## config.mk

```make
export PLATFORM = sky130hd
export DESIGN_NAME = button_event_gen_flat
export DESIGN_NICKNAME = d
export VERILOG_FILES = /design/src/rtl/button_event_gen_if.sv /design/src/rtl/button_event_gen.sv /design/src/flat_wrapper.sv
export SDC_FILE = /design/constraint.sdc
export NUM_CORES = 1
export LEC_CHECK = 0
export ABC_CLOCK_PERIOD_IN_PS = 4100
export CORE_ASPECT_RATIO = 1.2
export CORE_MARGIN = 2
export CORE_UTILIZATION = 30
export CTS_BUF_LIST = sky130_fd_sc_hd__clkbuf_8
export DETAILED_ROUTE_END_ITERATION = 12
export DONT_BUFFER_PORTS = 1
export GPL_TIMING_DRIVEN = 0
export HOLD_SLACK_MARGIN = 0.1
export PLACE_DENSITY = 0.54
export SETUP_SLACK_MARGIN = 0.5
export SLEW_MARGIN = 20
export SYNTH_ARGS = -nofsm -noshare
export SYNTH_HDL_FRONTEND = slang
export SYNTH_SLANG_ARGS = --single-unit
```

## constraint.sdc

```tcl
create_clock -name clk -period 4.1 [get_ports clk]
set_clock_uncertainty 0.15 [all_clocks]
set_input_delay 1.23 -clock clk [delete_from_list [all_inputs] [get_ports clk]]
set_output_delay 1.23 -clock clk [all_outputs]
set_load 0.03 [all_outputs]
```

## src/rtl/button_event_gen_if.sv

```systemverilog
// Signal bundle between a debounced button source and its event generator.
// The slave side (the generator) consumes btn_level and produces the event outputs.
interface button_event_gen_if;
    logic btn_level;
    logic press_pulse;
    logic release_pulse;
    logic long_press;
    logic repeat_pulse;
    logic held;

    modport master (
        output btn_level,
        input  press_pulse,
        input  release_pulse,
        input  long_press,
        input  repeat_pulse,
        input  held
    );

    modport slave (
        input  btn_level,
        output press_pulse,
        output release_pulse,
        output long_press,
        output repeat_pulse,
        output held
    );
endinterface

```

## src/rtl/button_event_gen.sv

```systemverilog
// Turns a debounced, clk-synchronous button level into single-cycle press/release/long/repeat events.
// Auto-repeat is built only when BTN_EVT_REPEAT_EN is defined; otherwise repeat_pulse is tied to 0.
module button_event_gen #(
    parameter int unsigned HOLD_CYCLES   = 100_000_000,
    parameter int unsigned REPEAT_CYCLES = 25_000_000,
    parameter int unsigned CNT_W         = 27
) (
    input  logic                clk,
    input  logic                reset,
    button_event_gen_if.slave   bus
);

    localparam logic [1:0] StWaitLow = 2'd0;
    localparam logic [1:0] StIdle    = 2'd1;
    localparam logic [1:0] StHeld    = 2'd2;
    localparam logic [1:0] StRepeat  = 2'd3;

    localparam logic [CNT_W-1:0] HoldLast = CNT_W'(HOLD_CYCLES - 1);
    localparam longint           CntMax   = (longint'(1) << CNT_W) - 1;

    // Reject terminal counts that cannot be represented in the counter.
    if (HOLD_CYCLES < 1 || longint'(HOLD_CYCLES) > CntMax) begin : g_bad_hold
        $error("button_event_gen: HOLD_CYCLES out of range for CNT_W");
    end
    if (REPEAT_CYCLES < 1 || longint'(REPEAT_CYCLES) > CntMax) begin : g_bad_repeat
        $error("button_event_gen: REPEAT_CYCLES out of range for CNT_W");
    end

`ifdef BTN_EVT_REPEAT_EN
    localparam logic [CNT_W-1:0] RepeatLast = CNT_W'(REPEAT_CYCLES - 1);
`endif

    logic [1:0]       state_q, state_d;
    logic [CNT_W-1:0] cnt_q, cnt_d;
    logic             press_q, press_d;
    logic             release_q, release_d;
    logic             long_q, long_d;
    logic             held_q, held_d;
`ifdef BTN_EVT_REPEAT_EN
    logic             repeat_q, repeat_d;
`endif

    always_comb begin
        state_d   = state_q;
        cnt_d     = cnt_q;
        press_d   = 1'b0;
        release_d = 1'b0;
        long_d    = 1'b0;
`ifdef BTN_EVT_REPEAT_EN
        repeat_d  = 1'b0;
`endif
        unique case (state_q)
            // A button held through reset must be seen low before it can press.
            StWaitLow: begin
                if (!bus.btn_level) begin
                    state_d = StIdle;
                end
            end
            StIdle: begin
                if (bus.btn_level) begin
                    state_d = StHeld;
                    cnt_d   = '0;
                    press_d = 1'b1;
                end
            end
            StHeld: begin
                if (!bus.btn_level) begin
                    state_d   = StIdle;
                    cnt_d     = '0;
                    release_d = 1'b1;
                end else if (cnt_q == HoldLast) begin
                    state_d  = StRepeat;
                    cnt_d    = '0;
                    long_d   = 1'b1;
`ifdef BTN_EVT_REPEAT_EN
                    repeat_d = 1'b1;
`endif
                end else begin
                    cnt_d = cnt_q + CNT_W'(1);
                end
            end
            StRepeat: begin
                if (!bus.btn_level) begin
                    state_d   = StIdle;
                    cnt_d     = '0;
                    release_d = 1'b1;
                end else begin
`ifdef BTN_EVT_REPEAT_EN
                    if (cnt_q == RepeatLast) begin
                        cnt_d    = '0;
                        repeat_d = 1'b1;
                    end else begin
                        cnt_d = cnt_q + CNT_W'(1);
                    end
`else
                    cnt_d = '0;
`endif
                end
            end
            default: begin
                state_d = StWaitLow;
                cnt_d   = '0;
            end
        endcase

        held_d = (state_d == StHeld) || (state_d == StRepeat);
    end

    always_ff @(posedge clk) begin
        if (reset) begin
            state_q   <= StWaitLow;
            cnt_q     <= '0;
            press_q   <= 1'b0;
            release_q <= 1'b0;
            long_q    <= 1'b0;
            held_q    <= 1'b0;
`ifdef BTN_EVT_REPEAT_EN
            repeat_q  <= 1'b0;
`endif
        end else begin
            state_q   <= state_d;
            cnt_q     <= cnt_d;
            press_q   <= press_d;
            release_q <= release_d;
            long_q    <= long_d;
            held_q    <= held_d;
`ifdef BTN_EVT_REPEAT_EN
            repeat_q  <= repeat_d;
`endif
        end
    end

    assign bus.press_pulse   = press_q;
    assign bus.release_pulse = release_q;
    assign bus.long_press    = long_q;
    assign bus.held          = held_q;
`ifdef BTN_EVT_REPEAT_EN
    assign bus.repeat_pulse  = repeat_q;
`else
    assign bus.repeat_pulse  = 1'b0;
`endif

endmodule

```

## src/flat_wrapper.sv

```systemverilog
// flat-port wrapper written by rule: the top's interface ports become plain ports
module button_event_gen_flat 
#(
    parameter int unsigned HOLD_CYCLES   = 100_000_000,
    parameter int unsigned REPEAT_CYCLES = 25_000_000,
    parameter int unsigned CNT_W         = 27
)
  (clk, reset, bus_btn_level, bus_press_pulse, bus_release_pulse, bus_long_press, bus_repeat_pulse, bus_held);
  button_event_gen_if bus_i ();
  input  logic clk;
  input  logic reset;
  input wire logic [$bits(bus_i.btn_level)-1:0] bus_btn_level;
  output wire logic [$bits(bus_i.press_pulse)-1:0] bus_press_pulse;
  output wire logic [$bits(bus_i.release_pulse)-1:0] bus_release_pulse;
  output wire logic [$bits(bus_i.long_press)-1:0] bus_long_press;
  output wire logic [$bits(bus_i.repeat_pulse)-1:0] bus_repeat_pulse;
  output wire logic [$bits(bus_i.held)-1:0] bus_held;
  assign bus_i.btn_level = bus_btn_level;
  assign bus_press_pulse = bus_i.press_pulse;
  assign bus_release_pulse = bus_i.release_pulse;
  assign bus_long_press = bus_i.long_press;
  assign bus_repeat_pulse = bus_i.repeat_pulse;
  assign bus_held = bus_i.held;
  button_event_gen #(.HOLD_CYCLES(HOLD_CYCLES), .REPEAT_CYCLES(REPEAT_CYCLES), .CNT_W(CNT_W)) u_core (.clk(clk), .reset(reset), .bus(bus_i));
endmodule
```

* Yosys cells after proc, flatten, opt, wreduce, memory -nomap -nowiden
Cells that the tools add are included.
** Word-level totals
- Register bits after elaboration :: 33
- Input port bits :: 3
- Output and inout port bits :: 5
- Logic and storage cells :: 39
** Operators by class
- Add/subtract/negate cells :: 1
- Eq/ne operators :: 7
- Mux-type cells :: 12
- Bitwise operators :: 4
- Reduce and logical (&&, ||, !) cells :: 9
** Operators by type and width (count)
- $mux 27 :: 3
- $pmux 27 s3 :: 1
- $add 27x1->27 const B :: 1
- $eq 27x27->1 const B :: 1
- $eq 2x2->1 const B :: 4
- $mux 2 :: 4
- $reduce_or 2->1 :: 4
- $pmux 2 s3 :: 1
- $not 1->1 :: 4
- $mux 1 :: 3
- $reduce_bool 3->1 :: 1
- $reduce_or 3->1 :: 1
- $eq 2x1->1 const B :: 1
- $logic_not 2->1 :: 1
- $ne 2x2->1 const B :: 1
- $reduce_and 2->1 :: 1
- $logic_or 1x1->1 :: 1

* Depth between registers and ports, before layout
- Word-level depth :: 6
- Gate-level depth with buffers :: 9
- Depth with buffers taken out :: 7

* Worst setup path before layout
OpenSTA, ideal clock, no wires.
- Kind :: input -> register
- Start :: in bus_btn_level
- End :: reg u_core.cnt_q[10]
- Library setup time :: 0.074 ns
- Arrival time :: 2.607 ns
- Required time :: 3.876 ns
- Path slack :: 1.269 ns
- Stages :: 6
- Path buffers :: 1
- Path through :: bufbuf_16 nor2b_1 nor4_4 nand2_2 or4_1 a31oi_1
** Between the ends
- Cells in the longest elaborated chain, start to end :: 2
- Elaborated cells between the ends (all ways) :: 4
- Those cells by class :: eq/ne (1); mux (2); reduce/logical (1)
** Ends and longest elaborated chain
- start: declaration :: line flat_wrapper.sv:12 : input wire logic [$bits(bus_i.btn_level)-1:0] bus_btn_level;
- $mux 27 or $ne 2x2->1 (tied branches)
- $pmux 27 s3 or $reduce_and 2->1 (tied branches)
- end signal: assignment :: line button_event_gen.sv:122 : cnt_q <= cnt_d;
- end: declaration :: line button_event_gen.sv:34 : logic [CNT_W-1:0] cnt_q, cnt_d;
Several ways; a longest one is shown, not always the timed one.
A chain may end at the register's enable or synchronous reset.

* Worst setup path in the final report
Ends and elaborated chain as after synthesis.

==> impl_metrics.ini <==
[sta]
relSlewSlack_pct = 48.4
final-hold-violation-count = 0
fmax_mhz = 361
finalSetupTns_ns = 0
setup_viol = 0
rsz0062_at_grt = false
finalCritPeriodShare_pct = 67.6
setup_ws_ns = 1.33
slew_viol_final = 0
period_needed_ns = 2.77
whs_ns = 0.336
worst_pin_slew_ns = 0.768

[clock_tree]
ctsResizeCount = 0
cts_setup_buffers = 0
clock-sinks = 33
ctsHoldBuffers = 0
clk_pin_slew_ns = 0.07
clkLatencyLatePin_ns = 0.29
cts_buffers = 5
cts_tree = yes
clock_path_buffers = 2
h-tree-depth = 2
cts_root_buffer = clkbuf_8

[drt]
dr_wl_met3_um = 94
num_vias = 1183
wirelength_mm = 2.84
viasPerCell = 4.75
ant_nets = 0
first_pass_iters = 4
route.detailed.drc = 0
wl_met1_mm = 1.33
wl_met2_mm = 1.35
top_layer_used = met4
drt-wirelength-per-cell_um = 11.4
drt_iter0_markers = 38

[place]
port_buffers = 0
gp_congestion = 0.754
dp_slack_ns = 1.01
dp_hpwl_mm = 2.03

[synthesis]
seq_area_frac_synth_pct = 41.6
yosysUniqueCellTypes = 34
synth_seq_cells = 33
syn-cell-area_mm2 = 0.00159
synth_cells = 179
yosysWarnings = 0
synth_fp_nets = 186
syn_area_per_cell_um2 = 8.87

[floorplanning]
die_area_mm2 = 0.00589
die_w_um = 70.4
die_h_um = 83.7
start_util_pct = 30.6
io_pins = 8
rows = 29
core_mm2 = 0.00519

[power]
p_per_area_mw_per_mm2 = 404
peakVddDrop_mv = 0.126
leakage_nw = 0.633

[critical_path]
crit_type = in -> reg
required_ns = 4.17
reg2regPathDepth = 9
crit_path_end_kind = register
rrSetupSlack_ns = 1.55
timing.rr.end = u_core.cnt_q[6]
path_max_fanout = 10
r2r_start = u_core.state_q[1]
timing.critical_path.arrival_ns = 2.84
cp-start-kind = primary input

[worst_hold_path]
min-delay-start = u_core.cnt_q[1]
hp-class = reg -> reg
holdPathStages = 2
whs_endpoint = u_core.cnt_q[1]

[finish]
antenna_cells = 0
drive_gt1_share_pct = 10.2
layout.nets = 193
syn_to_final_growth_pct = 12.2
n_fill_cell = 564

[global_routing]
grt-ovfl-total = 0
grt_use_total_pct = 11.0
grt_pass1_wl_mm = 5.22
antenna_found_initial = 0
grt_max_degree = 11
grt_pass1_vias = 1143

[flow_run]
maxCapViolations = 0

[run_status]
outcome = complete, no violations
[layout make-up]
cell class / count / area [um^2] / share of cell area (%)
plain buffers: 6 / 60.1 / 3.37
flip-flops and latches: 33 / 661 / 37.1
multi-input cells: 133 / 841 / 47.2
well taps: 62 / 77.6 / 4.35
inverters: 7 / 26.3 / 1.47
clock buffers: 6 / 82.6 / 4.63
clock inverters: 2 / 33.8 / 1.90
[worst max-delay path, cell delays in order]
cell and delay (ns):
bufbuf_16 0.23, nor2b_1 0.11, nor4_4 0.58, nand2_2 0.10, or4_1 0.41, a31oi_1 0.17
[metrics by stage]
stage                     std cells  total power [mW]  instance area [um^2]  utilization, %
after floorplan                 179             0.399                  1590               -
after global placement          241             0.413                  1670            32.1
after detailed placement        241             0.413                  1670            32.1
after CTS                       249             0.729                  1780            34.3
after global routing            249             0.755                  1780            34.3
final                           249             0.719                  1780            34.3
[Yosys cell counts]
cell,instances,share of area (%)
nand2_2,1,0.39
and2_1,2,0.79
nand3_1,11,3.5
or2_2,1,0.39
a21o_1,1,0.47
or4_1,1,0.47
dfxtp_1,33,42
o21bai_2,1,0.71
nor4_4,1,1.3
and3_1,2,0.79
clkbuf_2,1,0.31
xor2_1,18,9.9
a21oi_1,3,0.95
a211oi_1,2,0.95
nand4_2,1,0.79
a31oi_1,1,0.39
and4_1,2,1.1
and3b_1,1,0.55
buf_2,3,0.95
conb_1,1,0.24
inv_1,7,1.7
a221oi_1,1,0.55
buf_4,1,0.47
ha_1,4,3.2
nand2_1,11,2.6
nor3_1,5,1.6
nand3_4,1,1.1
bufbuf_16,1,2.0
nand4_1,13,5.1
nor4b_1,2,1.1
nor2_1,33,7.8
nor4_1,4,1.6
xnor2_1,7,3.9
nor2b_1,2,0.79
[layer usage]
metal  GRT usage, %  up-vias
li1               -      628
met4           5.77        0
met1           12.7      534
met2           18.3       14
met3           3.26        7
met5              0        -
[worst max-delay path by stage]
stage | start | end | cells after the start
after floorplan | bus_btn_level | u_core.cnt_q[10] | 6
after global placement | bus_btn_level | u_core.cnt_q[10] | 6
after detailed placement | bus_btn_level | u_core.cnt_q[10] | 6
after CTS | bus_btn_level | u_core.cnt_q[10] | 6
after global routing | bus_btn_level | u_core.cnt_q[3] | 7
final | bus_btn_level | u_core.cnt_q[10] | 6
[report_power, final]
part	leakage (nW)	total, mW	internal, mW	switching (mW)
combinational	0.304	0.0673	0.0241	0.0432
sequential	0.266	0.337	0.328	0.00922
clock	0.0626	0.315	0.196	0.119
total	0.633	0.719	0.548	0.171
[cells in the final DEF, fill, tap and decap left out, drive strengths merged, types with 2 or more instances in the layout]
master | Yosys | final
nor2 | 33 | 33
dfxtp | 33 | 33
xor2 | 18 | 18
nand4 | 14 | 14
nand2 | 12 | 12
nand3 | 12 | 12
inv | 7 | 8
xnor2 | 7 | 7
clkbuf | 1 | 7
nor3 | 5 | 5
nor4 | 5 | 5
ha | 4 | 4
buf | 4 | 4
a21oi | 3 | 3
and4 | 2 | 2
a211oi | 2 | 2
nor2b | 2 | 2
and3 | 2 | 2
nor4b | 2 | 2
and2 | 2 | 2
[sequential cells by signal, summed over array words and instances, names as in the netlist]
signal and count:
u_core.cnt_q 27, u_core.state_q 2, u_core.bus.held 1, u_core.bus.long_press 1, u_core.bus.press_pulse 1, u_core.bus.release_pulse 1
[kinds of logic after synthesis]
group	Yosys count	share of synthesized area, %
simple gates	94	31.8
flops	33	41.6
xor+xnor	25	13.8
buf+inv	13	5.44
compound gates	9	4.02
fa+ha+maj	4	3.15
other cells	1	0.236
(Power assumes the default switching activity.)
